`config.mk`:
```
export PLATFORM = sky130hd
export DESIGN_NAME = ship_life_sequencer
export DESIGN_NICKNAME = d
export VERILOG_FILES = /design/src/rtl/ship_life_pkg.sv /design/src/rtl/ship_life_sequencer_frame_timer.sv /design/src/rtl/ship_life_sequencer.sv
export SDC_FILE = /design/constraint.sdc
export NUM_CORES = 1
export LEC_CHECK = 0
export ABC_AREA = 0
export ABC_CLOCK_PERIOD_IN_PS = 3500
export CORE_ASPECT_RATIO = 2
export CORE_MARGIN = 3
export CORE_UTILIZATION = 45
export DETAILED_ROUTE_END_ITERATION = 6
export PLACE_DENSITY = 0.68
export SETUP_SLACK_MARGIN = 0.15
export SYNTH_ARGS = -nofsm -noshare
export SYNTH_HDL_FRONTEND = slang
export SYNTH_HIERARCHICAL = 1
export SYNTH_SLANG_ARGS = --single-unit
```
`constraint.sdc`:
```
create_clock -name clk -period 3.5 [get_ports clk]
set_clock_uncertainty 0.15 [all_clocks]
set_input_delay 0.35 -clock clk [delete_from_list [all_inputs] [get_ports clk]]
set_output_delay 0.35 -clock clk [all_outputs]
set_load 0.03 [all_outputs]
```
`src/rtl/ship_life_pkg.sv`:
```
// Shared types and constants for the ship life sequencer.
//   ship_state_t   : game-flow phases of the player ship
//   DEF_*_FRAMES   : default phase lengths in video frames
//   frame_cnt_w()  : frame counter width able to count to the longest phase
package ship_life_pkg;

    typedef enum logic [2:0] {
        ATTRACT      = 3'd0,
        INVULN       = 3'd1,
        PLAYING      = 3'd2,
        EXPLODING    = 3'd3,
        RESPAWN_WAIT = 3'd4,
        GAME_OVER    = 3'd5
    } ship_state_t;

    localparam int unsigned DEF_EXPLODE_FRAMES  = 60;
    localparam int unsigned DEF_RESPAWN_FRAMES  = 30;
    localparam int unsigned DEF_INVULN_FRAMES   = 120;
    localparam int unsigned DEF_GAMEOVER_FRAMES = 300;
    // Frames that must elapse on the game-over screen before start may skip it
    localparam int unsigned GAMEOVER_MIN_FRAMES = 60;
    localparam int unsigned FRAME_CNT_MIN_W     = 9;

    function automatic int unsigned max_frames(input int unsigned a, input int unsigned b,
                                               input int unsigned c, input int unsigned d);
        int unsigned m;
        m = a;
        if (b > m) m = b;
        if (c > m) m = c;
        if (d > m) m = d;
        return m;
    endfunction

    function automatic int unsigned frame_cnt_w(input int unsigned longest);
        int unsigned w;
        w = $clog2(longest);
        return (w > FRAME_CNT_MIN_W) ? w : FRAME_CNT_MIN_W;
    endfunction

endpackage

```
`src/rtl/ship_life_sequencer_frame_timer.sv`:
```
// frame_timer: counts frame ticks since the last clear.
//   clk, reset : clock, synchronous active-high reset
//   clear      : restart the count at zero (wins over tick)
//   tick       : one-cycle frame pulse
//   limit      : phase length N in frames
//   count      : ticks seen since the last clear
//   done_c     : combinational, high on the tick where count == N-1
module frame_timer #(
    parameter int unsigned CNT_W = 9
) (
    input  logic             clk,
    input  logic             reset,
    input  logic             clear,
    input  logic             tick,
    input  logic [CNT_W-1:0] limit,
    output logic [CNT_W-1:0] count,
    output logic             done_c
);

    logic [CNT_W-1:0] count_q;
    logic [CNT_W-1:0] count_d;

    always_comb begin
        count_d = count_q;
        if (clear) begin
            count_d = '0;
        end else if (tick) begin
            count_d = count_q + CNT_W'(1);
        end
    end

    always_ff @(posedge clk) begin
        if (reset) begin
            count_q <= '0;
        end else begin
            count_q <= count_d;
        end
    end

    assign count  = count_q;
    assign done_c = tick && (count_q == (limit - CNT_W'(1)));

endmodule

```
`src/rtl/ship_life_sequencer.sv`:
```
// ship_life_sequencer: game-flow controller for the player ship.
//   clk, reset      : clock, synchronous active-high reset
//   frame_tick      : one pulse per video frame
//   start           : raw start button level
//   collision       : ship-hit level from the collision detector
//   score           : current score
//   lives/game_over : state of the lives counter
//   die/bonus       : single-cycle pulses to the lives counter
//   new_game        : single-cycle pulse that reloads the lives counter
//   ship_visible, ship_enable, invulnerable, explode, show_game_over : phase flags
// All outputs are registered.
module ship_life_sequencer
    import ship_life_pkg::*;
#(
    parameter  int unsigned MAX_NUM_LIVES   = 8,
    parameter  int unsigned SCORE_W         = 17,
    parameter  int unsigned BONUS_STEP      = 10000,
    parameter  int unsigned EXPLODE_FRAMES  = DEF_EXPLODE_FRAMES,
    parameter  int unsigned RESPAWN_FRAMES  = DEF_RESPAWN_FRAMES,
    parameter  int unsigned INVULN_FRAMES   = DEF_INVULN_FRAMES,
    parameter  int unsigned GAMEOVER_FRAMES = DEF_GAMEOVER_FRAMES,
    localparam int unsigned LIVES_W         = $clog2(MAX_NUM_LIVES + 1)
) (
    input  logic               clk,
    input  logic               reset,
    input  logic               frame_tick,
    input  logic               start,
    input  logic               collision,
    input  logic [SCORE_W-1:0] score,
    input  logic [LIVES_W-1:0] lives,
    input  logic               game_over,
    output logic               die,
    output logic               bonus,
    output logic               new_game,
    output logic               ship_visible,
    output logic               ship_enable,
    output logic               invulnerable,
    output logic               explode,
    output logic               show_game_over
);

    localparam int unsigned CNT_W = frame_cnt_w(max_frames(EXPLODE_FRAMES, RESPAWN_FRAMES,
                                                           INVULN_FRAMES, GAMEOVER_FRAMES));
    localparam int unsigned SUM_W = SCORE_W + 1;

    ship_state_t        state_q, state_d;
    logic               start_q;
    logic [SCORE_W-1:0] next_bonus_q, next_bonus_d;
    logic               bonus_pending_q, bonus_pending_d;
    logic               die_q, die_d;
    logic               bonus_q, bonus_d;
    logic               new_game_q, new_game_d;
    logic               ship_visible_q, ship_visible_d;
    logic               ship_enable_q, ship_enable_d;
    logic               invulnerable_q, invulnerable_d;
    logic               explode_q, explode_d;
    logic               show_game_over_q, show_game_over_d;

    logic               start_rise_c;
    logic               over_c;
    logic               timer_clear_c;
    logic               timer_done_c;
    logic [CNT_W-1:0]   timer_count;
    logic [CNT_W-1:0]   frame_limit_c;
    logic               bonus_active_c;
    logic               bonus_elig_c;
    logic [SUM_W-1:0]   bonus_sum_c;

    assign start_rise_c  = start && !start_q;
    // Either indication of an empty lives counter ends the game
    assign over_c        = game_over || (lives == '0);
    assign timer_clear_c = (state_d != state_q);

    // Phase length handed to the shared frame timer
    always_comb begin
        frame_limit_c = '0;
        case (state_q)
            INVULN:       frame_limit_c = CNT_W'(INVULN_FRAMES);
            EXPLODING:    frame_limit_c = CNT_W'(EXPLODE_FRAMES);
            RESPAWN_WAIT: frame_limit_c = CNT_W'(RESPAWN_FRAMES);
            GAME_OVER:    frame_limit_c = CNT_W'(GAMEOVER_FRAMES);
            default:      frame_limit_c = '0;
        endcase
    end

    frame_timer #(.CNT_W(CNT_W)) u_frame_timer (
        .clk    (clk),
        .reset  (reset),
        .clear  (timer_clear_c),
        .tick   (frame_tick),
        .limit  (frame_limit_c),
        .count  (timer_count),
        .done_c (timer_done_c)
    );

    // Next-state logic
    always_comb begin
        state_d = state_q;
        case (state_q)
            ATTRACT:      if (start_rise_c) state_d = INVULN;
            INVULN:       if (timer_done_c) state_d = PLAYING;
            PLAYING:      if (collision) state_d = EXPLODING;
            EXPLODING:    if (timer_done_c) state_d = over_c ? GAME_OVER : RESPAWN_WAIT;
            RESPAWN_WAIT: if (timer_done_c) state_d = INVULN;
            GAME_OVER: begin
                if (timer_done_c ||
                    (start_rise_c && (timer_count >= CNT_W'(GAMEOVER_MIN_FRAMES)))) begin
                    state_d = ATTRACT;
                end
            end
            default:      state_d = ATTRACT;
        endcase
    end

    // Phase flags follow the state being entered so they line up with state_q
    always_comb begin
        die_d            = (state_q == PLAYING) && collision;
        new_game_d       = (state_q == ATTRACT) && start_rise_c;
        ship_visible_d   = (state_d == INVULN) || (state_d == PLAYING);
        ship_enable_d    = (state_d == INVULN) || (state_d == PLAYING);
        invulnerable_d   = (state_d == INVULN);
        explode_d        = (state_d == EXPLODING);
        show_game_over_d = (state_d == GAME_OVER);
    end

    assign bonus_active_c = (state_q != ATTRACT) && (state_q != GAME_OVER);
    assign bonus_sum_c    = {1'b0, next_bonus_q} + SUM_W'(BONUS_STEP);
    // All-ones threshold marks a saturated (exhausted) bonus schedule
    assign bonus_elig_c   = bonus_active_c && !(&next_bonus_q) && (score >= next_bonus_q);

    // Bonus award: at most one threshold is banked while a pulse is outstanding,
    // so a multi-threshold jump drains at one pulse every other cycle.
    always_comb begin
        next_bonus_d    = next_bonus_q;
        bonus_pending_d = bonus_pending_q;
        bonus_d         = 1'b0;
        if (new_game_d) begin
            next_bonus_d    = SCORE_W'(BONUS_STEP);
            bonus_pending_d = 1'b0;
        end else if (bonus_active_c) begin
            bonus_d = (bonus_pending_q || bonus_elig_c) && !die_d && !bonus_q;
            if (bonus_elig_c && (!bonus_pending_q || bonus_d)) begin
                next_bonus_d    = bonus_sum_c[SCORE_W] ? '1 : bonus_sum_c[SCORE_W-1:0];
                bonus_pending_d = bonus_pending_q || !bonus_d;
            end else begin
                bonus_pending_d = bonus_pending_q && !bonus_d;
            end
        end
    end

    // State and output registers
    always_ff @(posedge clk) begin
        if (reset) begin
            state_q          <= ATTRACT;
            start_q          <= 1'b0;
            next_bonus_q     <= SCORE_W'(BONUS_STEP);
            bonus_pending_q  <= 1'b0;
            die_q            <= 1'b0;
            bonus_q          <= 1'b0;
            new_game_q       <= 1'b0;
            ship_visible_q   <= 1'b0;
            ship_enable_q    <= 1'b0;
            invulnerable_q   <= 1'b0;
            explode_q        <= 1'b0;
            show_game_over_q <= 1'b0;
        end else begin
            state_q          <= state_d;
            start_q          <= start;
            next_bonus_q     <= next_bonus_d;
            bonus_pending_q  <= bonus_pending_d;
            die_q            <= die_d;
            bonus_q          <= bonus_d;
            new_game_q       <= new_game_d;
            ship_visible_q   <= ship_visible_d;
            ship_enable_q    <= ship_enable_d;
            invulnerable_q   <= invulnerable_d;
            explode_q        <= explode_d;
            show_game_over_q <= show_game_over_d;
        end
    end

    assign die            = die_q;
    assign bonus          = bonus_q;
    assign new_game       = new_game_q;
    assign ship_visible   = ship_visible_q;
    assign ship_enable    = ship_enable_q;
    assign invulnerable   = invulnerable_q;
    assign explode        = explode_q;
    assign show_game_over = show_game_over_q;

endmodule

```
======== Word level (Yosys, flattened, before mapping) ========
Cells that the tools add are included.
operators by class
  eq/ne operators ......................... 12
  multiplexer cells ....................... 11
  add/sub/neg operators ................... 3
  order comparisons ....................... 2
  bitwise logic cells ..................... 1
  reduce and logical (&&, ||, !) cells .... 32
operators by type and width
  operator                                             count
  one-hot mux 9 bit (4 select lines)                   1
  adder 17 x 14 -> 18 bit, second input constant       1
  2-to-1 mux 3 bit                                     6
  one-hot mux 3 bit (6 select lines)                   1
  >= comparator 17 bit                                 1
  2-to-1 mux 17 bit                                    1
  AND reduction 17 bit                                 1
  equality test 3 x 2 -> 1 bit, second input constant  4
  logical AND 1 bit                                    12
  adder 9 x 1 -> 9 bit, second input constant          1
  equality test 3 bit, second input constant           3
  equality test 9 bit                                  1
  >= comparator 9 x 6 -> 1 bit, second input constant  1
  subtractor 9 x 1 -> 9 bit, second input constant     1
  equality test 3 x 1 -> 1 bit, second input constant  2
  zero test 1 bit                                      6
  logical OR 1 bit                                     6
  zero test 4 bit                                      1
  OR reduction 2 bit                                   2
  zero test 3 bit                                      1
  inequality test 3 bit                                1
  inequality test 3 bit, second input constant         1
  nonzero test 3 bit                                   1
  OR reduction 3 bit                                   1
  other kinds (3)                                      4
word-level totals
  output and inout bits ................... 8
  flip-flop bits (word level) ............. 38
  word-level logic and storage cells ...... 73

======== Logic depth before layout (Yosys ltp) ========
Gate-level depths: netlist of the first run.
  word-level depth ........................ 10
  depth in mapped cells ................... 18

======== Modules after synthesis ========
Netlist of the first run, hierarchy kept.
modules (own cells, without submodules)
  module               area each (um^2)  instances  sequential area each (um^2)  cells an instance
  ship_life_sequencer  1774.2            1          520.5                        221
  frame_timer          676.9             1          180.2                        81

======== Least setup slack after synthesis of the first run ========
Ideal clock, no wire load.
  kind .................................... register -> register
  start point ............................. register state_q[2]
  end point ............................... register ship_enable_q (netlist: ship_enable)
  data required time ...................... 3286 ps
  path buffers ............................ 2
  path slack .............................. -281 ps
  stages on the path, launching flop included .. 17
  data arrival time ....................... 3567 ps
  period minus slack after synthesis ...... 3781 ps
  path through ............................ dfxtp_1 -> clkbuf_1 -> nand2b_1 -> nor2_1 -> inv_1 -> ha_1 -> nor3b_2 -> or3_1 -> a32oi_1 -> a21oi_1 -> a211oi_2 -> clkbuf_1 -> nand2b_1 -> nor3_1 -> a2111oi_0 -> mux2_1 -> nor2_1
between the ends
  longest elaborated chain between the ends .. 10
  elaborated cells on any way between the ends .. 21
  classes of those cells .................. 1 x add/sub; 8 x eq/ne; 8 x mux; 4 x reduce/logical
ends and longest elaborated chain
  item                                                                          RTL line                               text
  from (decl)                                                                   ship_life_sequencer.sv:46              ship_state_t state_q, state_d;
  from (signal assigned)                                                        ship_life_sequencer.sv:167             state_q <= state_d;
  equality test 3 bit, or another cell as far along                             ship_life_sequencer.sv:77              case (state_q)
  one-hot mux 9 bit (4 select lines) *                                          ship_life_sequencer.sv:77
  named net frame_limit_c[1]                                                    ship_life_sequencer.sv:64              logic [CNT_W-1:0] frame_limit_c;
  subtractor 9 x 1 -> 9 bit *                                                   ship_life_sequencer_frame_timer.sv:41  assign done_c = tick && (count_q == (limit - CNT_W'(1)));
  equality test 9 bit *                                                         ship_life_sequencer_frame_timer.sv:41
  logical AND 1 bit *                                                           ship_life_sequencer_frame_timer.sv:41
  named net timer_done_c                                                        ship_life_sequencer.sv:62              logic timer_done_c;
  logical OR 1 bit                                                              ship_life_sequencer.sv:106             if (timer_done_c ||
  2-to-1 mux 3 bit                                                              ship_life_sequencer.sv:106
  one-hot mux 3 bit (6 select lines) *                                          ship_life_sequencer.sv:99              case (state_q)
  equality test 3 x 1 -> 1 bit or equality test 3 x 2 -> 1 bit (tied branches)  ship_life_sequencer.sv:120             ship_enable_d = (state_d == INVULN) || (state_d == PLAYING);
  logical OR 1 bit *                                                            ship_life_sequencer.sv:120
  to (signal assigned)                                                          ship_life_sequencer.sv:175             ship_enable_q <= ship_enable_d;
  to (decl)                                                                     ship_life_sequencer.sv:54              logic ship_enable_q, ship_enable_d;
Mark *: on every way through the listed nets, which the timed path passes. The rest lies on a longest branch.
A chain may end at the register's enable or synchronous reset.

======== Worst setup path in the final report of the first run ========
  start point ............................. register state_q[0]
  end point ............................... register ship_enable_q (netlist: ship_enable)
Same word-level chain as after synthesis.

==> results_dict.tcl, run 1 <==
set metrics [dict create \
    status "finished, final reports clean" \
    fmax_mhz 307 \
    drive_above_1_share_pct 13.1 \
    die-height_um 110 \
    stdcell_count 408 \
    grt_setup_unrepaired "yes" \
    reg2reg_from "state_q[0]" \
    max_slew.worst_pin.slew_ns 0.769 \
    cp-end-kind "flop" \
    synth_simple_gate_area_share_pct 26.4 \
    gp_congestion 0.908 \
    syn2layout_area_growth_pct 26.0 \
    postPlaceCellArea_um2 2890 \
    die_width_um 58.2 \
    irDropWorstVdd_uv 256 \
    synth_fa_ha_area_share_pct 10.2 \
    worstSetupStartpointType "flop" \
    multiInputGateArea_um2 1690 \
    dr.first_iter.drc_count 49 \
    synth_top_family_by_area "simple AND/OR/NAND/NOR gates" \
    grt.total_usage_pct 20.7 \
    yosys-top-cells-area "dfxtp_1, ha_1, nor2_1" \
    grt_max_degree 19 \
    die_area_um2 6420 \
    p_switching_mw 0.276 \
    min-delay-start "u_frame_timer/count[8]" \
    final-max-slew-violation-count 0 \
    r2r-end "ship_enable" \
    p_leak_nw 1.17 \
    netSwitchingFraction_pct 27.8 \
    first_pass_iters 4 \
    pwr-share-seq_pct 42.2 \
    initial_core_util_pct 47.3 \
    antenna_found_initial 0 \
    post-route-min-period_ns 3.25 \
    p_int_mw 0.717 \
    required_ns 3.58 \
    wl_um 6260 \
    final_core_util_pct 59.6 \
    cts_sinks 35 \
    fin_area_um2 3090 \
    syn_inst 302 \
    r2r_slack_ns 0.25 \
    pre_cts_ws_ns 0.124 \
    power.share.clock_pct 36.8 \
    final-setup-viol-count 0 \
    dp_cells 394 \
    core_um2 5180 \
    maxSlewHeadroom_pct 48.2 \
    holdPathEnd "u_frame_timer/count[8]" \
    vias_per_cell 5.90 \
    path_class "flop to flop" \
    ys_seq_area_share_pct 28.6 \
    rr_worst_depth 13 \
    h-tree-depth 2 \
    ant_nets 0 \
    maxCapViolations 0 \
    tns_ns 0 \
    synthFlopType "dfxtp_1" \
    fin_hold_ws_ns 0.383 \
    ios 35 \
    cp_max_fo 5 \
    top_register "next_bonus_q" \
    antenna_cells 0 \
    grt_pass1_wl_um 10300 \
    synth_compound_area_share_pct 21.6 \
    layout.nets 396 \
    drc 0 \
    tritoncts "yes" \
    netlist_area_um2 2450 \
    synth.avg_cell_area_um2 8.12 \
    min_path_type "flop to flop" \
    arrival_ns 3.33 \
    hpwl_um 4920 \
    wire_per_inst_um 15.3 \
    row_count 37 \
    yosysUniqueCellTypes 60 \
    grt_pass1_vias 2418 \
    register_area_um2 708 \
    fillers 466 \
    clk_path_buf_depth 2 \
    fin_crit_sh_pct 92.9 \
    synth.top_cell.area_share_pct 28.6 \
    largest_reg_flops 14 \
    portBuffers 34 \
    min_path_cells 2 \
    async_reset_ff_share_pct 0 \
    synthTopCellsByCount "dfxtp_1, nor2_1, inv_1" \
    synth-xor-area-share_pct 6.43 \
    totalPowerFinal_mw 0.993 \
    vias 2407 \
    finalHoldViolCount 0 \
    power.density_nw_per_um2 322 \
    yosysTopAreaCell "dfxtp_1" \
    p_comb_share_pct 21.1 \
    yosysMostFrequentCell "dfxtp_1" \
    ys_warn_count 6 \
    globalRouteOverflowTotal 0 \
    synth_edf_count 0 \
    setup_ws_ns 0.248 \
    path_clk_slew_ns 0.07 \
    synth-seq-cells 35 \
    synthMuxAreaShare_pct 0.868 \
    clk_latency_ns 0.29 \
    root_buffer "clkbuf_8" \
    numCtsBuffers 5 \
]
-- area by class of cell --
type | instances | share of cell area (%)
sequential | 35 | 22.9
clock inverter | 3 | 1.42
multi-input combinational | 239 | 54.6
tap | 58 | 2.35
inverter | 23 | 2.80
clock buffer | 5 | 2.23
timing repair buffer | 45 | 13.7
-- worst max path at each step --
stage                           from          end  slack, ns  depth (start not counted)
final                     state_q[0]  ship_enable       0.25                         13
after global routing      state_q[0]  ship_enable       0.11                         13
after CTS                 state_q[0]  ship_enable       0.15                         13
after detailed placement  state_q[2]  ship_enable       0.12                         14
after global placement    state_q[2]  ship_enable       0.21                         14
after floorplan           state_q[2]  ship_enable       0.16                         16
-- what timing repair did --
action / 4_1_cts / 5_1_grt
resized for setup: 7 / 5
pin swaps: 3 / 4
hold buffers: 0 / 0
buffers inserted: 1 / 5
endpoints found under the setup margin: 1 / 14
-- routing by layer --
| metal | global-route usage (%) | share of wire [%] | vias up |
|---|---|---|---|
| li1 | - | - | 1185 |
| met1 | 19.2 | 35 | 1135 |
| met2 | 40.1 | 57 | 63 |
| met3 | 2.56 | 3.2 | 24 |
| met4 | 14.3 | 5.5 | 0 |
| met5 | 0 | 0 | - |
-- kinds of logic (layout without fill, tap and decap cells) --
logic type / after synthesis / after routing
buffers and inverters: 34 / 76
other: 1 / 7
DFF: 35 / 35
xor gates and xnor gates: 18 / 18
adders and majority gates: 20 / 20
muxes: 2 / 2
AOI/OAI and AO/OA: 78 / 78
and+or+nand+nor: 114 / 114
-- worst max-delay path: stages (launching register included) --
cell and delay (ns):
dfxtp_4 0.36, nor2b_1 0.16, nand2_1 0.12, nand2_4 0.09
or4_4 0.51, nor4_4 0.15, xnor2_1 0.15, nand4_1 0.12
a211oi_2 0.24, nand2b_4 0.20, nor3_1 0.07, a2111oi_2 0.44
mux2_1 0.37, nor2_1 0.08
-- cell usage in the layout, fill, tap and decap left out, drive strengths merged, types with 2 or more instances in the layout --
cell / n
a21oi: 20
and3: 2
o22ai: 2
clkdlybuf4s50: 34
or3: 5
a32oi: 2
xor2: 7
nor4b: 2
a221oi: 3
nor2: 29
clkbuf: 5
nor3: 9
nor2b: 6
o31ai: 3
ha: 20
a211oi: 9
conb: 7
nand2b: 4
nand3: 8
or4: 2
buf: 11
a31oi: 6
o21ai: 18
a41oi: 3
nor4: 5
or2: 4
nand2: 20
inv: 23
xnor2: 11
and2: 3
dfxtp: 35
a311oi: 3
nand4: 7
and4: 4
clkinv: 2
-- power groups by stage --
stage / logic [mW] / registers, mW / clock network [mW]
floorplan: 0.127 / 0.432 / 0
finish: 0.209 / 0.419 / 0.365
global placement: 0.197 / 0.430 / 0
global route: 0.232 / 0.421 / 0.387
CTS: 0.203 / 0.422 / 0.374
detailed placement: 0.200 / 0.430 / 0
No activity file was read; power rests on OpenSTA's default activity.
==> run 2: changes to the inputs <==
Settings changed: SLEW_MARGIN set to 20.
==> results of run 2 <==
Same layout as run 1: the final DEF is identical, and so are final timing and power.
